`config.mk`:
```
export PLATFORM = sky130hd
export DESIGN_NAME = uart_tx_top
export DESIGN_NICKNAME = d
export VERILOG_FILES = /design/src/rtl/uart_tx_top.sv
export SDC_FILE = /design/constraint.sdc
export NUM_CORES = 1
export LEC_CHECK = 0
export CORE_UTILIZATION = 47
export DETAILED_ROUTE_END_ITERATION = 12
export GPL_TIMING_DRIVEN = 0
export PLACE_DENSITY_LB_ADDON = 0.12
export SYNTH_ARGS = -nofsm -noshare
export SYNTH_HDL_FRONTEND = slang
export SYNTH_SLANG_ARGS = --single-unit
```
`constraint.sdc`:
```
create_clock -name clk -period 2.35 [get_ports clk]
set_input_delay 0.3525 -clock clk [delete_from_list [all_inputs] [get_ports clk]]
set_output_delay 0.3525 -clock clk [all_outputs]
set_load 0.005 [all_outputs]
```
`src/rtl/uart_tx_top.sv`:
```
// ---------------------------------------------------------------------------
// uart_tx_top
//
// Purpose:
//   16550-style UART transmitter. Takes a byte from a holding register
//   (signalled by thre=0), frames it as start / 5-8 data bits (LSB first) /
//   optional parity / 1, 1.5 or 2 stop bits, and shifts it out on tx at one
//   bit per OVERSAMPLE baud_pulse ticks. Back-to-back bytes are sent with no
//   idle gap. set_break forces the line low without disturbing the FSM.
//
// Ports:
//   clk           in   system clock, rising edge
//   rst           in   synchronous reset, active-low (wins over everything)
//   baud_pulse    in   one-clk-wide oversample tick
//   pen           in   parity enable
//   thre          in   holding register empty (0 = byte waiting on din)
//   stb           in   stop bits: 0 = 1, 1 = 2 (1.5 for 5-bit words)
//   sticky_parity in   stick parity enable
//   eps           in   even parity select
//   set_break     in   force line low
//   din[7:0]      in   data byte, LSB first
//   wls[1:0]      in   word length: 00=5, 01=6, 10=7, 11=8 bits
//   pop           out  one-clk pulse consuming the holding byte
//   sreg_empty    out  1 = shift register idle
//   tx            out  serial line, idle high (registered)
// ---------------------------------------------------------------------------
module uart_tx_top #(
    parameter int OVERSAMPLE = 16
) (
    input  logic       clk,
    input  logic       rst,
    input  logic       baud_pulse,
    input  logic       pen,
    input  logic       thre,
    input  logic       stb,
    input  logic       sticky_parity,
    input  logic       eps,
    input  logic       set_break,
    input  logic [7:0] din,
    input  logic [1:0] wls,
    output logic       pop,
    output logic       sreg_empty,
    output logic       tx
);

    localparam logic [2:0] S_IDLE   = 3'd0;
    localparam logic [2:0] S_START  = 3'd1;
    localparam logic [2:0] S_DATA   = 3'd2;
    localparam logic [2:0] S_PARITY = 3'd3;
    localparam logic [2:0] S_STOP   = 3'd4;

    // Last tick of a full bit period, and of a half bit period (the extra
    // half stop bit used for 5-bit words with stb=1).
    localparam logic [3:0] TICK_LAST = 4'(OVERSAMPLE - 1);
    localparam logic [3:0] TICK_HALF = 4'(OVERSAMPLE / 2 - 1);

    logic [2:0] r_state;
    logic [3:0] r_tick;
    logic [2:0] r_bit;
    logic [7:0] r_data;
    logic [1:0] r_wls;
    logic       r_pen;
    logic       r_eps;
    logic       r_sticky;
    logic       r_stb;
    logic       r_pop;
    logic       r_empty;
    logic       r_tx;

    logic       w_tick_last;
    logic       w_last_bit;
    logic       w_stop_end;
    logic       w_load;
    logic       w_parity;
    logic       w_line;
    logic [7:0] w_mask;

    assign w_tick_last = baud_pulse && (r_tick == TICK_LAST);

    // Index of the final data bit is 4 + wls, i.e. {1, wls}.
    assign w_last_bit  = (r_bit == {1'b1, r_wls});

    // Keep only the bits that are actually transmitted for the parity sum.
    assign w_mask      = 8'hFF >> (2'd3 - r_wls);

    // XOR of sent bits gives even parity; inverting it gives odd parity.
    assign w_parity    = r_sticky ? ~r_eps : ((^(r_data & w_mask)) ^ ~r_eps);

    // STOP uses r_bit as a second-period flag: period 0 is one full bit,
    // period 1 is the extra half or full bit when stb=1.
    assign w_stop_end  = (r_state == S_STOP) && baud_pulse &&
                         (((r_bit == 3'd0) && (r_tick == TICK_LAST) && !r_stb) ||
                          ((r_bit == 3'd1) &&
                           (r_tick == ((r_wls == 2'b00) ? TICK_HALF : TICK_LAST))));

    // A new byte is taken from IDLE, or straight from the end of STOP so
    // consecutive frames have no idle gap.
    assign w_load      = !thre && ((r_state == S_IDLE) || w_stop_end);

    always_comb begin
        w_line = 1'b1;
        case (r_state)
            S_START:  w_line = 1'b0;
            S_DATA:   w_line = r_data[r_bit];
            S_PARITY: w_line = w_parity;
            default:  w_line = 1'b1;
        endcase
    end

    always_ff @(posedge clk) begin
        if (!rst) begin
            r_state  <= S_IDLE;
            r_tick   <= 4'd0;
            r_bit    <= 3'd0;
            r_data   <= 8'd0;
            r_wls    <= 2'd0;
            r_pen    <= 1'b0;
            r_eps    <= 1'b0;
            r_sticky <= 1'b0;
            r_stb    <= 1'b0;
            r_pop    <= 1'b0;
            r_empty  <= 1'b1;
            r_tx     <= 1'b1;
        end else begin
            r_pop <= 1'b0;
            r_tx  <= set_break ? 1'b0 : w_line;

            // The 4-bit tick counter wraps to 0 on its own at the end of
            // each full bit period; baud ticks are ignored in IDLE.
            if (baud_pulse && (r_state != S_IDLE)) begin
                r_tick <= r_tick + 4'd1;
            end

            case (r_state)
                S_START: begin
                    if (w_tick_last) begin
                        r_state <= S_DATA;
                        r_bit   <= 3'd0;
                    end
                end
                S_DATA: begin
                    if (w_tick_last) begin
                        if (w_last_bit) begin
                            r_bit   <= 3'd0;
                            r_state <= r_pen ? S_PARITY : S_STOP;
                        end else begin
                            r_bit <= r_bit + 3'd1;
                        end
                    end
                end
                S_PARITY: begin
                    if (w_tick_last) begin
                        r_state <= S_STOP;
                        r_bit   <= 3'd0;
                    end
                end
                S_STOP: begin
                    if (w_stop_end) begin
                        r_state <= S_IDLE;
                        r_empty <= 1'b1;
                        r_tick  <= 4'd0;
                        r_bit   <= 3'd0;
                    end else if (w_tick_last) begin
                        r_bit <= 3'd1;
                    end
                end
                default: begin
                    r_state <= S_IDLE;
                    r_tick  <= 4'd0;
                    r_bit   <= 3'd0;
                end
            endcase

            // Loading overrides whatever the state logic chose this edge.
            if (w_load) begin
                r_state  <= S_START;
                r_tick   <= 4'd0;
                r_bit    <= 3'd0;
                r_data   <= din;
                r_wls    <= wls;
                r_pen    <= pen;
                r_eps    <= eps;
                r_sticky <= sticky_parity;
                r_stb    <= stb;
                r_pop    <= 1'b1;
                r_empty  <= 1'b0;
            end
        end
    end

    assign pop        = r_pop;
    assign sreg_empty = r_empty;
    assign tx         = r_tx;

endmodule

```
Yosys cells after proc, flatten, opt, wreduce, memory -nomap -nowiden:

Cells that the tools add are included.

* register bits after elaboration: 27
* latch bits: 0
* RAM bits: 0
* ROM bits: 0
* input port bits: 19
* memories kept: 0

* $add $sub $neg: 3
* $mul: 0
* div/mod/pow operators: 0
* magnitude comparators: 1
* equality and inequality tests: 20
* shifts and indexed selects: 1
* multiplexer cells: 27
* bitwise operators: 4
* reductions and logical operators: 26

Operators by type and width (number)
* two-way mux 3 bit: 11
* != test 3 bit (second input constant): 6
* two-way mux 4 bit: 3
* one-hot mux 3 bit (4 select lines): 1
* != test 2 bit (second input constant): 5
* AND reduction 5 bit: 2
* one-hot mux 3 bit (3 select lines): 1
* bitwise AND 8 bit: 1
* logical AND 1 bit: 8
* two-way mux 1 bit: 8
* one-hot mux 4 bit (2 select lines): 1
* XOR reduction 8 bit: 1
* >> shifter 8 x 2 -> 8 bit (first input constant): 1
* equality test 3 x 1 -> 1 bit (second input constant): 2
* equality test 3 x 2 -> 1 bit (second input constant): 2
* logical NOT 3 bit: 2
* adder 4 x 1 -> 4 bit (second input constant): 1
* equality test 4 bit: 1
* equality test 4 bit (second input constant): 1
* less-than comparator 3 x 4 -> 1 bit (second input constant): 1
* nonzero test 2 bit: 2
* OR reduction 2 bit: 2
* adder 3 x 1 -> 3 bit (second input constant): 1
* binary-select mux 1 bit (select 3 bit): 1
* 14 further kinds: 17

Logic depth before layout (Yosys ltp):

Gate-level depths: netlist (run 1).

* depth in word-level cells: 10
* depth in mapped cells: 10

Worst setup path before layout (run 1):

Ideal clock, no wire load.

* kind: register to register
* start point: register r_bit[0]
* end point: register r_data[2]
* setup time: 128 ps
* arrival time: 2180 ps
* required time: 2222 ps
* slack: 42 ps
* stages on the path, launching flop included: 11
* path buffers: 2
* period minus slack after synthesis: 2308 ps
* cells stage by stage: dfxtp_1 clkbuf_1 inv_1 ha_1 nor2b_1 nand4_1 a211o_1 a211oi_4 buf_6 mux2i_1 nor2_1

* cells in the longest elaborated chain, start to end: 7
* elaborated cells on any way between the ends: 9

RTL lines
* start: declaration: line 59 `logic [2:0] r_bit;`
* start signal: assignment: line 147 `r_bit <= r_bit + 3'd1;`
* logical NOT 3 bit: line 92 `(((r_bit == 3'd0) && (r_tick == TICK_LAST) && !r_stb) ||`
* logical AND 1 bit (2 in a row): line 92
* logical OR 1 bit (*): line 92
* logical AND 1 bit (*): line 91 `assign w_stop_end = (r_state == S_STOP) && baud_pulse &&`
* logical OR 1 bit (*): line 98 `assign w_load = !thre && ((r_state == S_IDLE) || w_stop_end);`
* logical AND 1 bit (*): line 98
* end signal: assignment: line 179 `r_data <= din;`
* end: declaration: line 60 `logic [7:0] r_data;`

Every way passes the cells marked *; elsewhere a longest branch is shown, timed or not.
A chain may end at the register's enable or synchronous reset.

Worst setup path after layout (run 1):

* start point: register r_bit[1]
* end point: register r_data[0]

Same word-level chain as after synthesis.

==> run summary, run 1 <==
Part of the Yosys area used for sequential elements -> 37.9%
Worst Hold Path Cells -> 2
H-tree Lvls -> 1
Fmax -> 0.453 GHz
FF+latch area -> 542 sq um
Initial Utilization -> 50.8%
Failing checks -> design-rule violations
# diodes -> 0
Netlist cell types -> 40
Status -> finished, violations left
Final WS setup -> 0.140 ns
Routed via count -> 1163
P_leak -> 0.642 nW
Switching pwr -> 0.000220 W
Reg2Reg Depth -> 9
Die area -> 3260 sq um
# rows -> 19
Worst r2r src -> r_bit[1]
Clock power share -> 23.1%
Hold Vio Cnt, Final -> 0
Number of CTS-inserted buffers -> 3
GRT Util Overall -> 19.9%
CP max FO -> 6
HPWL after DPL -> 2140 um
Final wirelength -> 2840 um
Worst setup path class -> reg -> reg
I/O Buffers -> 21
R2R Path End -> r_data[0]
Vias per std cell -> 5.51
Max_slew headroom -> 71.5%
Worst EP required -> 2.56 ns
Final nets -> 204
Critical Path Start Type -> register
Crit. End Element -> register
Flop pwr share -> 57.4%
Dpl cells -> 207
Largest stage delay, worst path -> 0.40 ns
Number of synthesized register bits -> 27
Die X-Extent -> 57.1 um
Pre-CTS setup slack -> -0.327 ns
Hold endpoint -> r_pen
Sink Count -> 27
Clock latency on the worst-skew pair -> 0.32 ns
Post-place instance area -> 1670 sq um
Root buffer cell -> clkbuf_4
Final instance area -> 1710 sq um
Most frequent cells in the layout -> nor2_1, dfxtp_1, clkdlybuf4s50_1, mux2i_1, xnor2_1
CTS tree -> done
Largest net degree at the start of global routing -> 15
Hold Crit Class -> reg -> reg
CTS clk-pin slew, worst paths -> 0.14 ns
Pre-antenna DRT Iters -> 8
Area of the mapped netlist -> 1430 sq um
First-pass GRT wire length -> 5000 um
IO Count -> 22
Fill count -> 251
Buf+Inv Stages, Crit Path -> 2
CTS Buffer Depth -> 2
Switching Fraction -> 25.5%
Min-delay src -> r_pen
Combinational share of power -> 19.5%
Net Count, Synth -> 178
Area grow syn2layout -> 19.7%
Critical Path Stages -> 9
Flop2flop setup slack -> 0.14 ns
DRT antenna net count -> 0
Slew @ Worst Pin -> 0.427 ns
Avg Cell Area, Syn -> 9.19 sq um
Endpoints failing setup -> 0
Share of layout cells above drive strength 1 -> 6.11%
Remaining Overflow, GRT -> 0
Wire per inst -> 13.4 um
Core area -> 2810 sq um
CP max-delay cell -> dfxtp_1
Internal -> 0.000643 W
YS warnings -> 0
Delay-heaviest family, CP -> compound AO/OA/AOI/OAI gates
Setup crit start -> r_bit[1]
Die H -> 57.1 um
Fin cells -> 211
Most common cell after layout, fill and taps aside -> nor2_1
Worst IR Drop VDD -> 0.360 mV
Max-Cap Viols -> 0
Tcrit/Tclk final -> 94.0%
Power Dens Cells -> 507 nW/um^2
Worst Skew -> 0.00657 ns
RSZ-0062 raised after global routing -> true
Multi-input gate area -> 836 sq um
CP Cell Sequence -> inv_1 > ha_1 > nor2b_1 > nand4_1 > a211o_1 > a211oi_4 > buf_4 > mux2i_1 > nor2_1
Gpl congestion -> 0.877
DRC viols -> 2
Slew Viols, Final -> 0
Vias in the first global route -> 1126
Cells after Synth -> 155
Post-layout minimum cycle time -> 2.21 ns
Antenna violations before repair -> 0
WP data arrival -> 2.42 ns
Initial DRC Count -> 52
==> worst max path at each step <==
stage	end	slack, ns
final	r_data[0]	0.14
after global routing	r_data[0]	-0.006
after CTS	r_wls[0]	0.1
after detailed placement	r_eps	-0.33
after global placement	r_pen	-0.28
after floorplan	r_data[2]	0.04
==> Yosys cell counts (all sizes together) <==
| master | instances | area, sq um |
|---|---|---|
| nor2 | 29 | 109 |
| dfxtp | 27 | 541 |
| mux2i | 16 | 160 |
| xnor2 | 8 | 70.1 |
| a21oi | 7 | 35.0 |
| inv | 5 | 18.8 |
| nand2 | 5 | 18.8 |
| clkbuf | 4 | 15.0 |
| ha | 4 | 50.1 |
| nand3 | 4 | 20.0 |
| nand4 | 4 | 25.0 |
| nor3 | 4 | 20.0 |
| nor2b | 3 | 18.8 |
| o21ai | 3 | 15.0 |
| xor2 | 3 | 26.3 |
| a21o | 2 | 15.0 |
| a31oi | 2 | 12.5 |
| mux4 | 2 | 45.0 |
| o211ai | 2 | 15.0 |
| a211o | 1 | 8.76 |
| a211oi | 1 | 20.0 |
| a21boi | 1 | 7.51 |
| a221o | 1 | 10.0 |
| a22o | 1 | 8.76 |
| a22oi | 1 | 7.51 |
| a32oi | 1 | 8.76 |
| and2 | 1 | 6.26 |
| and3b | 1 | 8.76 |
| and4 | 1 | 8.76 |
| buf | 1 | 11.3 |
| clkinv | 1 | 3.75 |
| mux2 | 1 | 11.3 |
| nand2b | 1 | 6.26 |
| nand3b | 1 | 7.51 |
| o2111ai | 1 | 8.76 |
| o21a | 1 | 7.51 |
| o22a | 1 | 8.76 |
| or2 | 1 | 6.26 |
| or3 | 1 | 6.26 |
| xnor3 | 1 | 22.5 |
==> power groups by stage <==
stage / clock [W] / combinational, W / sequential (W)
global route: 0.000226 / 0.000186 / 0.000499
floorplan: 0 / 0.000108 / 0.000501
global placement: 0 / 0.000164 / 0.000505
detailed placement: 0 / 0.000167 / 0.000506
finish: 0.000199 / 0.000169 / 0.000496
CTS: 0.000206 / 0.000170 / 0.000496
==> tightest hold or removal path, stage by stage (launching register included) <==
cell     delay (ns)
dfxtp_1        0.35
mux2i_1        0.06
nor2_1         0.08
==> repair_timing <==
action                                  4_1_cts  5_1_grt
setup buffers                                 1        0
endpoints found under the setup margin       21       13
gates resized for setup                       0        1
pin swaps                                     1        0
hold buffers                                  0        0
==> kinds of logic (layout without fill, tap and decap cells) <==
kind of cell	count (synthesis)	count (layout)	synth area share [%]
AND/OR/NAND/NOR	56	56	18.4
flip-flops	27	27	37.9
AO/OA/AOI/OAI	26	26	13.3
multiplexers	19	19	15.2
XOR/XNOR	12	12	8.34
buffers and inverters	11	36	3.42
adder cells (fa/ha/maj)	4	4	3.51
==> layer usage <==
metal | vias to the layer above | wire (um) | global-route usage (%)
met2 | 31 | 1260 | 31.3
met5 | - | 0 | 0
met3 | 4 | 126 | 5.44
li1 | 597 | - | -
met1 | 531 | 1410 | 26.3
met4 | 0 | 40 | 6.97
==> flip-flops by register name, summed over array words and instances, names as in the netlist <==
register and cells:
pop 1, r_stb 1, tx 1, r_data 8, r_wls 2, r_sticky 1, r_bit 3, sreg_empty 1
r_state 3, r_tick 4, r_eps 1, r_pen 1
==> area by class of cell <==
type                            count  share of cell area (%)
Multi-Input combinational cell    117                    49.0
Sequential cell                    27                    31.8
Timing Repair Buffer               22                    12.8
Tap cell                           31                    2.27
Clock buffer                        4                    1.54
Buffer                              4                    1.32
Inverter                            6                    1.32
==> through the flow <==
stage | hold slack (ns) | TNS (ns) | util, % | power, W
after global placement | 0.479 | -3.56 | 59.7 | 0.000669
final | 0.513 | 0 | 60.8 | 0.000864
after floorplan | 0.441 | 0 | - | 0.000609
after detailed placement | 0.486 | -4.03 | 59.7 | 0.000673
after CTS | 0.519 | 0 | 60.7 | 0.000872
after global routing | 0.552 | -0.00626 | 60.8 | 0.000910
(Power assumes the default switching activity.)
==> run 2: changes to the inputs <==
--- a/config.mk
+++ b/config.mk
@@ -5,6 +5,7 @@
 export SDC_FILE = /design/constraint.sdc
 export NUM_CORES = 1
 export LEC_CHECK = 0
+export CORE_ASPECT_RATIO = 0.9
 export CORE_UTILIZATION = 47
 export DETAILED_ROUTE_END_ITERATION = 12
 export GPL_TIMING_DRIVEN = 0
==> run 2 against run 1 <==
Net effect: the run now ends clean; count of clock-buffer cells in the layout down 1; clock power hardly changed; routed wire length up 8.6%; sequential power barely moved; sequential share of layout area decreased by 1.5 points; power is 1.7% higher; flip-flop and latch count unchanged; setup slack better by 0.019 ns; design area increased by 4.9%; via count increased by 3.4%; non-clock buffer count increased by 8; cell count up 8.1%; largest cell class unchanged.
==> run summary, run 2 (synthesis gave the netlist of run 1 again) <==
Most common cell after layout, fill and taps aside -> nor2_1
Post-CTS Hold Fix Bufs -> 0
Crit. End Element -> register
Worst IR Drop VDD -> 0.387 mV
Hold Vio Cnt, Final -> 0
HPWL after DPL -> 2290 um
Largest net degree at the start of global routing -> 16
Flop2flop setup slack -> 0.16 ns
First-pass GRT wire length -> 4900 um
Die X-Extent -> 60.0 um
Max_slew headroom -> 70.8%
Power Dens Cells -> 491 nW/um^2
Die area -> 3260 sq um
RSZ-0062 raised after global routing -> false
P_leak -> 0.687 nW
WP data arrival -> 2.41 ns
Core area -> 2820 sq um
Worst Skew -> 0.00625 ns
Wire per inst -> 13.5 um
Initial DRC Count -> 25
DRT antenna net count -> 0
Hold Crit Class -> reg -> reg
CP max FO -> 7
Slew @ Worst Pin -> 0.436 ns
Most frequent cells in the layout -> nor2_1, dfxtp_1, clkdlybuf4s50_1, mux2i_1, xnor2_1
Remaining Overflow, GRT -> 0
# rows -> 18
IO Count -> 22
Sink Count -> 27
Area grow syn2layout -> 25.5%
Buf+Inv Stages, Crit Path -> 4
Vias in the first global route -> 1108
Final setup TNS -> 0 ns
Initial Utilization -> 50.6%
CTS clk-pin slew, worst paths -> 0.14 ns
H-tree Lvls -> 1
Largest stage delay, worst path -> 0.36 ns
Post-layout minimum cycle time -> 2.19 ns
Root buffer cell -> clkbuf_4
Worst setup path class -> reg -> reg
Share of layout cells above drive strength 1 -> 10.6%
Flip-flop count of the largest register after layout -> 8
DRC viols -> 0
Routed via count -> 1203
Most flops, register -> r_data
Final nets -> 212
Critical Path Start Type -> register
Pre-antenna DRT Iters -> 4
Die H -> 54.2 um
Delay-heaviest family, CP -> compound AO/OA/AOI/OAI gates
Tcrit/Tclk final -> 93.2%
# diodes -> 0
Gpl congestion -> 0.901
Biggest regs -> r_data x8, r_tick x4
CTS Buffer Depth -> 2
Antenna violations before repair -> 0
Final wirelength -> 3080 um
WHS -> 0.507 ns
I/O Buffers -> 21
CP max-delay cell -> dfxtp_2
Status -> finished, final reports clean
Clock latency on the worst-skew pair -> 0.33 ns
Max-Cap Viols -> 0
CTS tree -> done
GRT Util Overall -> 20.8%
Vias per std cell -> 5.28
Worst EP required -> 2.57 ns
Fmax -> 0.457 GHz
Number of CTS-inserted buffers -> 3
Slew Viols, Final -> 0
Endpoints failing setup -> 0
CP Cell Sequence -> buf_6 > inv_1 > ha_1 > nor2b_1 > nand4_1 > a211o_1 > a211oi_4 > buf_4 > buf_8 > mux2i_1 > nor2_1
-- run 2: per-stage QoR --
stage	utilization (%)	cells	worst slack [ns]	area [sq um]	total power [W]
3_5_place_dp	59.9	216	-0.295	1690	0.000673
4_1_cts	61.1	221	0.0196	1720	0.000876
2_1_floorplan	-	155	0.0421	1430	0.000609
5_1_grt	63.6	228	0.0190	1790	0.000932
6_report	63.6	228	0.159	1790	0.000879
3_3_place_gp	59.9	216	-0.239	1690	0.000668
-- run 2: final timing paths --
path                             endpoint  depth (start not counted)     start
worst min register to register      r_pen                          2     r_pen
worst min-delay path                r_pen                          2     r_pen
worst max register to register  r_data[0]                         11  r_bit[0]
worst max-delay path            r_data[0]                         11  r_bit[0]
-- run 2: layout make-up --
class	instances	area, sq um
Clock buffer	3	22.5
Fill cell	247	1030
Buffer	5	33.8
Tap cell	40	50.0
Sequential cell	27	542
Inverter	6	22.5
Timing Repair Buffer	29	278
Multi-Input combinational cell	117	836
Clock inverter	1	5.00
-- run 2: what timing repair did --
item / 4_1_cts / 5_1_grt
setup endpoints to repair: 21 / 16
setup buffers: 1 / 7
gates resized for setup: 0 / 11
pin swaps: 1 / 2
-- run 2: report_power, final --
group	total [W]	switching [W]	leakage [nW]	internal, W
Clock	0.000199	0.000135	0.0177	0.0000639
Sequential	0.000496	0.0000174	0.222	0.000479
Combinational	0.000184	0.0000756	0.447	0.000108
Total	0.000879	0.000228	0.687	0.000651
-- run 2: worst register-to-register path, stage by stage (launching register included) --
cell and delay (ns):
dfxtp_2 0.36, buf_6 0.14, inv_1 0.05, ha_1 0.12, nor2b_1 0.12, nand4_1 0.12
a211o_1 0.34, a211oi_4 0.31, buf_4 0.17, buf_8 0.12, mux2i_1 0.18, nor2_1 0.05
-- run 2: metal layers --
| metal | GRT usage [%] | wire (um) | part of all wire (%) |
|---|---|---|---|
| met1 | 26.0 | 1430 | 46 |
| met2 | 36.7 | 1520 | 49 |
| met3 | 4.96 | 111 | 3.6 |
| met4 | 4.65 | 27 | 0.88 |
| met5 | 0 | 0 | 0 |
==> run 3: changes to the inputs <==
--- a/config.mk
+++ b/config.mk
@@ -8,7 +8,6 @@
 export CORE_ASPECT_RATIO = 0.9
 export CORE_UTILIZATION = 47
 export DETAILED_ROUTE_END_ITERATION = 12
-export GPL_TIMING_DRIVEN = 0
 export PLACE_DENSITY_LB_ADDON = 0.12
 export SYNTH_ARGS = -nofsm -noshare
 export SYNTH_HDL_FRONTEND = slang
==> run 3 against run 2 <==
Net effect: core utilization down 2.4 points; clock power about the same; routed wire length fell by 7.1%; highest routed layer unchanged; die area unchanged; critical path type unchanged; cell count shrank 4.4%; sequential power barely moved; clock skew is 0.011 ns higher; sequential share of layout area is 1.1 points higher.
==> run summary, run 3 (synthesis gave the netlist of run 1 again) <==
Status -> finished, final reports clean
Number of CTS-inserted buffers -> 3
Root buffer cell -> clkbuf_4
Gpl congestion -> 0.840
CP max FO -> 17
Largest net degree at the start of global routing -> 18
Flop2flop setup slack -> 0.20 ns
Die H -> 54.2 um
Reg2Reg Depth -> 9
CTS clk-pin slew, worst paths -> 0.15 ns
Slew @ Worst Pin -> 0.485 ns
Final setup TNS -> 0 ns
Fill count -> 266
Clock latency on the worst-skew pair -> 0.33 ns
Worst EP required -> 2.56 ns
Most common cell after layout, fill and taps aside -> nor2_1
Area grow syn2layout -> 20.7%
Biggest regs -> r_data x8, r_tick x4
Post CTS Setup Buffer Count -> 0
Initial DRC Count -> 31
# rows -> 18
Worst Hold Path Cells -> 2
Die area -> 3260 sq um
Hold Vio Cnt, Final -> 0
IO Count -> 22
Fin cells -> 218
Most flops, register -> r_data
Dpl cells -> 214
CP max-delay cell -> dfxtp_1
Fmax -> 0.464 GHz
Vias per std cell -> 5.26
Worst setup path class -> reg -> reg
Most frequent cells in the layout -> nor2_1, dfxtp_1, clkdlybuf4s50_1, mux2i_1, xnor2_1
Max-Cap Viols -> 0
Vias in the first global route -> 1055
Core area -> 2820 sq um
I/O Buffers -> 21
Delay-heaviest family, CP -> compound AO/OA/AOI/OAI gates
RSZ-0062 raised after global routing -> false
R2R Path End -> r_bit[0]
Worst r2r src -> r_bit[0]
Post-CTS Hold Fix Bufs -> 0
Post-place instance area -> 1690 sq um
Endpoints failing setup -> 0
Pre-antenna DRT Iters -> 4
Remaining Overflow, GRT -> 0
Hold Crit Class -> reg -> reg
Share of layout cells above drive strength 1 -> 6.18%
WP data arrival -> 2.37 ns
HPWL after DPL -> 2170 um
Final wirelength -> 2860 um
Hold endpoint -> r_pen
Buf+Inv Stages, Crit Path -> 2
Tcrit/Tclk final -> 91.6%
Post_cts resized -> 0
Routed via count -> 1146
Critical Path Start Type -> register
Max_slew headroom -> 67.6%
DRT antenna net count -> 0
Min-delay src -> r_pen
P_leak -> 0.647 nW
Final instance area -> 1720 sq um
First-pass GRT wire length -> 4740 um
# diodes -> 0
Die X-Extent -> 60.0 um
Initial Utilization -> 50.6%
Wire per inst -> 13.1 um
Power Dens Cells -> 501 nW/um^2
Crit. End Element -> register
GRT Util Overall -> 19.7%
Final nets -> 202
CTS tree -> done
CP Cell Sequence -> inv_1 > ha_1 > nor2b_1 > nand4_1 > a211o_1 > a211oi_4 > buf_12 > nand2b_1 > nor2_1
Worst Skew -> 0.0170 ns
Largest stage delay, worst path -> 0.40 ns
Antenna violations before repair -> 0
H-tree Lvls -> 1
Post-layout minimum cycle time -> 2.15 ns
CTS Buffer Depth -> 2
Worst IR Drop VDD -> 0.389 mV
Slew Viols, Final -> 0
Sink Count -> 27
Flip-flop count of the largest register after layout -> 8
DRC viols -> 0
-- run 3: worst register-to-register path: cells and delay by family (launching register included) --
family	cells	cell delay [ns]
AO/OA/AOI/OAI	2	0.69
adder cells (fa/ha/maj)	1	0.13
buffers and inverters	2	0.28
flip-flops	1	0.40
AND/OR/NAND/NOR	4	0.57
-- run 3: worst max-delay path by stage --
stage                     from          to  cells past startpoint  slack (ns)
floorplan             r_bit[0]   r_data[2]                     10        0.04
global placement    baud_pulse  r_state[1]                      7        0.22
detailed placement  baud_pulse    r_bit[2]                      7        0.18
CTS                   r_bit[0]   r_data[1]                      9        0.21
global route          r_bit[0]    r_bit[0]                      9        0.06
finish                r_bit[0]    r_bit[0]                      9        0.20
-- run 3: metal layers --
layer | vias to the layer above | track usage, % | routed length (um)
li1 | 590 | - | -
met1 | 534 | 23.9 | 1340
met2 | 20 | 36.3 | 1410
met3 | 2 | 4.26 | 91
met4 | 0 | 3.49 | 20
met5 | - | 0 | 0
-- run 3: stage by stage --
step	setup WS (ns)	total power, W	util [%]	hold WS [ns]
3_5_place_dp	0.182	0.000674	60.2	0.485
4_1_cts	0.211	0.000877	61.1	0.520
5_1_grt	0.0568	0.000909	61.1	0.544
2_1_floorplan	0.0421	0.000609	-	0.441
3_3_place_gp	0.222	0.000669	60.2	0.478
6_report	0.196	0.000863	61.1	0.510
-- run 3: report_power, final --
group	switching, W	total [W]	leakage (nW)	internal [W]
Sequential	0.0000204	0.000499	0.221	0.000479
Clock	0.000133	0.000199	0.0150	0.0000664
Combinational	0.0000662	0.000164	0.411	0.0000980
-- run 3: cell type report --
| cell class | count | area, sq um | share of cell area [%] |
|---|---|---|---|
| flip-flops and latches | 27 | 541 | 31.4 |
| repair buffers | 24 | 245 | 14.3 |
| clock buffers | 4 | 26.3 | 1.53 |
| inverters | 6 | 22.5 | 1.31 |
| multi-input cells | 117 | 836 | 48.6 |
| well taps | 40 | 50.0 | 2.91 |
